$ cat src/rtl/fetch_pkg.sv
// Shared types and constants for the instruction-fetch stage.
package fetch_pkg;

    localparam int XLEN = 32;
    localparam logic [XLEN-1:0] NOP_INSTR = 32'h0000_0013;

    typedef struct packed {
        logic [XLEN-1:0] pc;
        logic [XLEN-1:0] instr;
    } fetch_entry_t;

endpackage

$ cat src/rtl/fetch_fifo.sv
// Prefetch FIFO of {pc, instr} entries with push, pop, flush and occupancy count.
module fetch_fifo
    import fetch_pkg::*;
#(
    parameter int DEPTH = 4,
    localparam int CW = $clog2(DEPTH + 1),
    localparam int PW = $clog2(DEPTH)
) (
    input  logic         clk,
    input  logic         rst,
    input  logic         flush,
    input  logic         push,
    input  fetch_entry_t push_data,
    input  logic         pop,
    output fetch_entry_t head,
    output logic [CW-1:0] count
);

    fetch_entry_t mem [DEPTH];
    logic [PW-1:0] wr_ptr;
    logic [PW-1:0] rd_ptr;
    logic          pop_ok;

    // Popping an empty FIFO is a no-op; flush overrides both push and pop.
    assign pop_ok = pop && (count != '0);
    assign head   = mem[rd_ptr];

    always_ff @(posedge clk) begin
        if (push) begin
            mem[wr_ptr] <= push_data;
        end
    end

    always_ff @(posedge clk) begin
        if (!rst || flush) begin
            wr_ptr <= '0;
            rd_ptr <= '0;
            count  <= '0;
        end else begin
            if (push) begin
                wr_ptr <= wr_ptr + PW'(1);
            end
            if (pop_ok) begin
                rd_ptr <= rd_ptr + PW'(1);
            end
            case ({push, pop_ok})
                2'b10:   count <= count + CW'(1);
                2'b01:   count <= count - CW'(1);
                default: count <= count;
            endcase
        end
    end

    // The upstream credit check must make a push into a full FIFO impossible.
    a_no_overflow: assert property (@(posedge clk) disable iff (!rst)
        !(push && !flush && (count == CW'(DEPTH))));

endmodule

$ cat src/rtl/fetch_unit.sv
// Instruction-fetch stage: PC register, single-cycle in-flight tracking, credit-limited
// request issue and a prefetch FIFO feeding decode through valid/ready.
module fetch_unit
    import fetch_pkg::*;
#(
    parameter int              XLEN       = fetch_pkg::XLEN,
    parameter int              FIFO_DEPTH = 4,
    parameter logic [XLEN-1:0] RESET_PC   = '0,
    localparam int             CW         = $clog2(FIFO_DEPTH + 1)
) (
    input  logic            clk,
    input  logic            rst,
    output logic            imem_req_valid,
    output logic [XLEN-1:0] imem_addr,
    input  logic [XLEN-1:0] imem_rdata,
    input  logic            redirect_valid,
    input  logic [XLEN-1:0] redirect_pc,
    input  logic            id_ready,
    output logic            if_valid,
    output logic [XLEN-1:0] if_pc,
    output logic [XLEN-1:0] if_instr,
    output logic [CW-1:0]   fifo_count
);

    logic [XLEN-1:0] fetch_pc;
    logic            inflight_p1;
    logic [XLEN-1:0] req_pc_p1;
    logic [CW:0]     credit_used;
    logic            kill;
    logic            push;
    logic            pop;
    fetch_entry_t    push_entry;
    fetch_entry_t    head;

    // Stage 0: credit-limited request issue
    assign credit_used    = (CW+1)'(fifo_count) + (CW+1)'(inflight_p1);
    assign imem_req_valid = rst && !redirect_valid && (credit_used < (CW+1)'(FIFO_DEPTH));
    assign imem_addr      = fetch_pc;

    always_ff @(posedge clk) begin
        if (!rst) begin
            fetch_pc    <= RESET_PC;
            inflight_p1 <= 1'b0;
        end else begin
            inflight_p1 <= imem_req_valid;
            if (redirect_valid) begin
                fetch_pc <= {redirect_pc[XLEN-1:2], 2'b00};
            end else if (imem_req_valid) begin
                fetch_pc <= fetch_pc + XLEN'(4);
            end
        end
    end

    always_ff @(posedge clk) begin
        if (imem_req_valid) begin
            req_pc_p1 <= fetch_pc;
        end
    end

    // Stage 1: response capture; a redirect this cycle kills the returning word
    assign kill             = redirect_valid;
    assign push             = inflight_p1 && !kill;
    assign pop              = if_valid && id_ready && !redirect_valid;
    assign push_entry.pc    = req_pc_p1;
    assign push_entry.instr = imem_rdata;

    fetch_fifo #(
        .DEPTH (FIFO_DEPTH)
    ) u_fifo (
        .clk       (clk),
        .rst       (rst),
        .flush     (redirect_valid),
        .push      (push),
        .push_data (push_entry),
        .pop       (pop),
        .head      (head),
        .count     (fifo_count)
    );

    // Stage 2: decode-facing head; zeroed when empty so reset state is clean
    assign if_valid = (fifo_count != '0);
    assign if_pc    = if_valid ? head.pc    : '0;
    assign if_instr = if_valid ? head.instr : '0;

endmodule

$ cat config.mk
export PLATFORM = sky130hd
export DESIGN_NAME = fetch_unit
export DESIGN_NICKNAME = d
export VERILOG_FILES = /design/src/rtl/fetch_pkg.sv /design/src/rtl/fetch_fifo.sv /design/src/rtl/fetch_unit.sv
export SDC_FILE = /design/constraint.sdc
export NUM_CORES = 1
export LEC_CHECK = 0
export CORE_UTILIZATION = 35
export DETAILED_ROUTE_END_ITERATION = 6
export GPL_TIMING_DRIVEN = 0
export PLACE_DENSITY = 0.6
export SETUP_SLACK_MARGIN = 0.15
export SYNTH_ARGS = -nofsm -noshare
export SYNTH_HDL_FRONTEND = slang
export SYNTH_SLANG_ARGS = --single-unit
$ cat constraint.sdc
create_clock -name clk -period 8.55 [get_ports clk]
set_input_delay 0.855 -clock clk [delete_from_list [all_inputs] [get_ports clk]]
set_output_delay 0.855 -clock clk [all_outputs]
set_load 0.005 [all_outputs]
==> metrics, run 1 <==
outcome=complete, but fails checks; violated checks=design-rule violations; Critical Path RT=~7.7 ns; Post-Syn Area=approximately 13000 um^2; first-pass GRT wire length=around 45000 um; slowest CP cell=buf_2; Remaining DRCs=16; skew final=between 0.02 and 0.025 ns; nets=just over 1000; RSZ-0062 raised after global routing=no; critical path class=in2out; R2R cell count=7; drt total wl=29500 um; design area=approximately 16000 um^2; number of flops mapped to enable cells by yosys=~280; Root Driver=clkbuf_16; clock sink total=318; Die X=approximately 190 um; Hold Path Origin=req_pc_p1[29]; routed vias=around 7400; top_reg_cell synth=edfxtp_1; number of global-route vias before repair=approximately 7600; R2R Path End=imem_addr[18]; CP cell instances=buf_2 > nand2b_4 > buf_6 > or3_1 > clkbuf_1 > inv_1 > buf_2 > clkdlybuf4s50_1; clock latency on the worst-skew pair=~0.50 ns; Slew headroom=roughly a third; fin. max-slew vios=0; Synth Area per Inst=between 15 and 20 um^2; Yosys warnings=0; die area=between 30000 and 40000 um^2; FFs w/ async S/R, synth=0%; Starting Density=between 30% and 40%; P per Cell Area=between 200 and 250 nW/um^2; RD Place Congestion=around 0.90; area share of the largest cell type after synthesis=around two thirds; core box area=35700 um^2; CTS Buf Count=35; setup slack after layout=between 4 and 5 ns; HP Class=reg2reg; f_max=between 200 and 250 MHz; H-tree Lvls=2; worst r2r src=inflight_p1; fillcell total=between 3000 and 4000; Setup Viol. Count Final=0; Max Cap Viol=0; Fin. Hold Viols=0; Gate Count Post-Synth=~750; Vias/cell=~5.2; Worst Tran Pin Value=between 0.9 and 1 ns; Crit. End Element=output pin; initial antenna violation count=0; Synth area leaders=edfxtp_1, mux4_2, dfxtp_1; total global-route track usage=between 10% and 20%; worst vdd ir=0.0930 mV; PortBufs=160; grt total ovfl=0; starting DRC count in detailed routing=between 500 and 600; I/O Pins=169; # diodes=0; Worst setup SP type=input pin; top-count cell post-synth=edfxtp_1; Synth Register Bits=318; Post-DP Area=between 15000 and 20000 um^2; pre-CTS setup slack=roughly 4.3 ns; share of cells above drive strength 1=between 15 and 20%; crit path DAT=~3.4 ns; Reg clk slew, reported paths=approximately 0.060 ns; WL/cell=slightly above 20 um; Endpoint, Worst Hold=u_fifo.mem[1][61]; ANT nets after route=0; count of cell types in the netlist=53; hold_buf cts=0; period utilisation layout=around 50%; largest net degree at the start of global routing=47; crit path time final=4.28 ns; setup TNS=0 ns; Max clock buf depth=3; drt first pass iters=7; flop2flop setup slack=about 5.9 ns; leakage power=roughly 5.2 nW; post-synthesis sequential area ratio=71.6%; final hold slack=about 0.49 ns; Synth area leader=edfxtp_1; largest stage delay on the critical path=approximately 0.80 ns; post-cts resize count=0; postcts setup bufs=0; Std-Cell Rows=69; crit path max fanout=40; Area Overhead vs Synth=26.7%; Buf/Inv on CP=6; DP HPWL=around 19000 um; most used cell, CP=buf_2; delay-heaviest family, CP=buffers and inverters; WHS Path Cells=0; CTS tree=done; Vert. Die Dim=193 um; synth cell count leaders=edfxtp_1, and2_1, mux4_2
==> layer usage <==
metal / vias to the layer above / track usage [%] / routed length (um)
met1: 3695 / 22.9 / 13100
met5: - / 0 / 0
met3: 49 / 3.29 / 2140
met2: 284 / 25.1 / 13600
met4: 0 / 4.30 / 563
li1: 3391 / - / -
==> worst max-delay path by stage <==
stage	cells past startpoint	end	slack, ns	from
2_1_floorplan	4	u_fifo.mem[0][0]	5.28	redirect_valid
6_report	8	imem_req_valid	4.27	rst
5_1_grt	8	imem_req_valid	4.08	rst
4_1_cts	8	imem_req_valid	4.25	rst
3_3_place_gp	4	u_fifo.mem[0][6]	3.65	redirect_valid
3_5_place_dp	8	imem_req_valid	4.27	rst
==> kinds of logic (layout without fill, tap and decap cells) <==
logic type,Yosys count,count (layout),synth area share [%]
multiplexers,65,65,11.2
buffers and inverters,69,293,2.40
XOR/XNOR,5,5,0.343
other,1,4,0.0293
adder cells (fa/ha/maj),7,7,0.744
AO/OA/AOI/OAI,91,91,5.09
AND/OR/NAND/NOR,192,192,8.65
flip-flops,318,318,71.6
==> flip-flops by register name (all words and copies together), names as in the netlist, named ones only <==
| name | cells |
|---|---|
| u_fifo.mem | 248 |
| u_fifo.count | 3 |
| imem_addr | 30 |
| u_fifo.wr_ptr | 2 |
| u_fifo.rd_ptr | 2 |
| req_pc_p1 | 30 |
| inflight_p1 | 1 |
==> cell usage in the layout, fill, tap and decap left out, types with 20 or more instances in the layout <==
cell,Yosys,layout
and2_1,70,66
mux4_2,62,62
nand2_1,29,29
edfxtp_1,278,278
clkbuf_1,29,35
clkbuf_16,0,35
clkdlybuf4s50_1,0,160
inv_1,20,20
dfxtp_1,40,40
==> final cells by class <==
cell class	count	area, um^2	share of cell area [%]
flip-flops and latches	318	9150	56.5
multi-input cells	364	3350	20.7
repair buffers	164	1710	10.6
clock buffers	41	898	5.55
well taps	461	577	3.56
plain buffers	49	231	1.43
clock inverters	19	201	1.24
inverters	20	75.1	0.464
==> stage by stage <==
stage	cells	utilization (%)	power, W
after floorplan	751	-	0.00183
after global placement	1372	41.9	0.00193
after detailed placement	1376	42.2	0.00194
after CTS	1436	45.3	0.00339
after global routing	1436	45.3	0.00347
final	1436	45.3	0.00335
==> report_power, final <==
part	internal (W)	switching (W)
combinational	0.0000830	0.0000698
clock	0.000872	0.000580
sequential	0.00172	0.0000319
total	0.00267	0.000682
(Power assumes the default switching activity.)
==> run 2, diff against run 1 <==
PLACE_DENSITY = 0.62   (was 0.6)
clock period = 3.62 ns   (was 8.55 ns; I/O delays follow)
==> run 2 against run 1 <==
  * The run still ends with design-rule violations left
  * First-iteration DRC count up 11%
  * Sequential share of layout area shrank 0.12 points
  * Clock power is 140% higher
  * Largest power group unchanged
  * Highest routed layer unchanged
==> metrics, run 2 (synthesis results as in run 1) <==
Std-Cell Rows=69; R2R cell count=7; drt total wl=29500 um; CTS Buf Count=35; Largest Register=u_fifo.mem; Starting Density=between 30% and 40%; most frequent cells in the layout=edfxtp_1, clkdlybuf4s50_1, and2_1, mux4_2, dfxtp_1; Reg clk slew, reported paths=~0.06 ns; switching share of power=~20%; design area=about 16000 um^2; Endpoint, Worst Hold=u_fifo.wr_ptr[0]; total global-route track usage=about 16%; first-pass GRT wire length=about 44000 um; R2R Path End=imem_addr[28]; Remaining DRCs=19; # diodes=0; postcts setup bufs=0; f_max=a little over 300 MHz; crit path DAT=about 3 ns; fin. max-slew vios=0; share of cells above drive strength 1=between 15 and 20%; pre-CTS setup slack=about 0.31 ns; Crit. End Element=output pin; outcome=complete, but fails checks; Buf/Inv on CP=3; initial antenna violation count=0; RD Place Congestion=0.883; Seq pwr share=about half; Critical Path RT=3.26 ns; WL/cell=20.5 um; worst vdd ir=between 0.3 and 0.4 mV; number of global-route vias before repair=between 7000 and 8000; PortBufs=160; Internal=roughly 0.0064 W; most used cell, CP=clkbuf_1; DP HPWL=19200 um; Max Cap Viol=0; Worst setup SP type=flop; ANT nets after route=0; largest net degree at the start of global routing=44; CTS tree=done; Die X=between 150 and 200 um; Area Overhead vs Synth=26.9%; critical path class=reg2out; total power=0.00800 W; most common cell after layout, fill and taps aside=edfxtp_1; slowest CP cell=clkbuf_1; Worst Tran Pin Value=slightly below 0.8 ns; fillcell total=~3200; delay-heaviest family, CP=buffers and inverters; Slew headroom=a little under half; Setup Viol. Count Final=0; Vias/cell=5.18; leakage power=between 5 and 6 nW; HP Class=in2reg; crit path time final=around 3.3 ns; nets=around 1000; Clock Power Share=a little over two fifths; drt first pass iters=7; RSZ-0062 raised after global routing=no; H-tree Lvls=2; Logic pwr share=between 4 and 5%; largest stage delay on the critical path=between 0.6 and 0.7 ns; die area=37300 um^2; max FFs per register=around 250; period utilisation layout=91.1%; P per Cell Area=between 400 and 500 nW/um^2; Root Driver=clkbuf_16; setup slack after layout=0.323 ns; grt total ovfl=0; Vert. Die Dim=slightly below 200 um; violated checks=design-rule violations; Psw=0.00160 W; worst r2r src=imem_addr[2]; clock latency on the worst-skew pair=roughly 0.5 ns; clock sink total=~320; routed vias=about 7400; I/O Pins=between 150 and 200; CP cell instances=clkbuf_1 > clkbuf_1 > mux4_2 > and2_1 > clkdlybuf4s50_1; final hold slack=about 0.30 ns; flop2flop setup slack=roughly 1.3 ns; WHS Path Cells=4; Hold Path Origin=redirect_valid; crit path max fanout=10; skew final=0.0117 ns; core box area=between 30000 and 40000 um^2; Max clock buf depth=3; starting DRC count in detailed routing=just under 600; Fin. Hold Viols=0; Post-DP Area=~15000 um^2
run 2: changes by cell type in the layout (fill, tap and decap cells not counted), sizes merged:
cell,before,now
clkbuf,70,72
clkinvlp,3,2
bufinv,4,5
clkinv,11,8
run 2: power groups by stage:
stage | registers (W) | logic (W) | clock network, W
finish | 0.00413 | 0.000361 | 0.00351
global route | 0.00414 | 0.000390 | 0.00372
CTS | 0.00413 | 0.000364 | 0.00358
detailed placement | 0.00421 | 0.000362 | 0
global placement | 0.00421 | 0.000355 | 0
floorplan | 0.00418 | 0.000144 | 0
run 2: worst max-delay path by stage:
stage | startpoint | endpoint | slack, ns | cells after the start
2_1_floorplan | redirect_valid | u_fifo.mem[0][0] | 0.84 | 4
3_3_place_gp | redirect_valid | u_fifo.mem[0][9] | -0.71 | 4
3_5_place_dp | rst | imem_req_valid | 0.31 | 8
4_1_cts | flop | if_instr[7] | 0.19 | 5
5_1_grt | flop | if_instr[7] | 0.16 | 5
6_report | flop | if_instr[7] | 0.32 | 5
run 2: metrics by stage:
step | utilization [%] | cells | TNS (ns)
5_1_grt | 45.4 | 1435 | 0
4_1_cts | 45.4 | 1435 | 0
3_5_place_dp | 42.2 | 1376 | 0
2_1_floorplan | - | 751 | 0
6_report | 45.4 | 1435 | 0
3_3_place_gp | 41.9 | 1372 | -164.24
run 2: tightest hold or removal path: stages:
cell      delay, ns
buf_6          0.10
nand2b_4       0.12
buf_6          0.12
nor2_1         0.05
run 2: what timing repair did:
item                       4_1_cts  5_1_grt
cloned                           0        0
hold buffers                     0        0
resized for setup                3        1
setup endpoints to repair       17        1
run 2: layout make-up:
type                    count  area, um^2  area share, %
flip-flops and latches    318        9150           56.4
well taps                 461         577           3.55
repair buffers            164        1710           10.5
multi-input cells         364        3350           20.6
inverters                  20        75.1          0.463
plain buffers              49         240           1.48
clock inverters            16         209           1.29
clock buffers              43         916           5.64
run 2: layer usage:
layer | GRT usage, % | up-vias | part of all wire [%]
met5 | 0 | - | 0
met4 | 4.24 | 0 | 2.0
li1 | - | 3393 | -
met2 | 25.6 | 275 | 47
met3 | 3.17 | 52 | 7.1
met1 | 21.4 | 3714 | 44
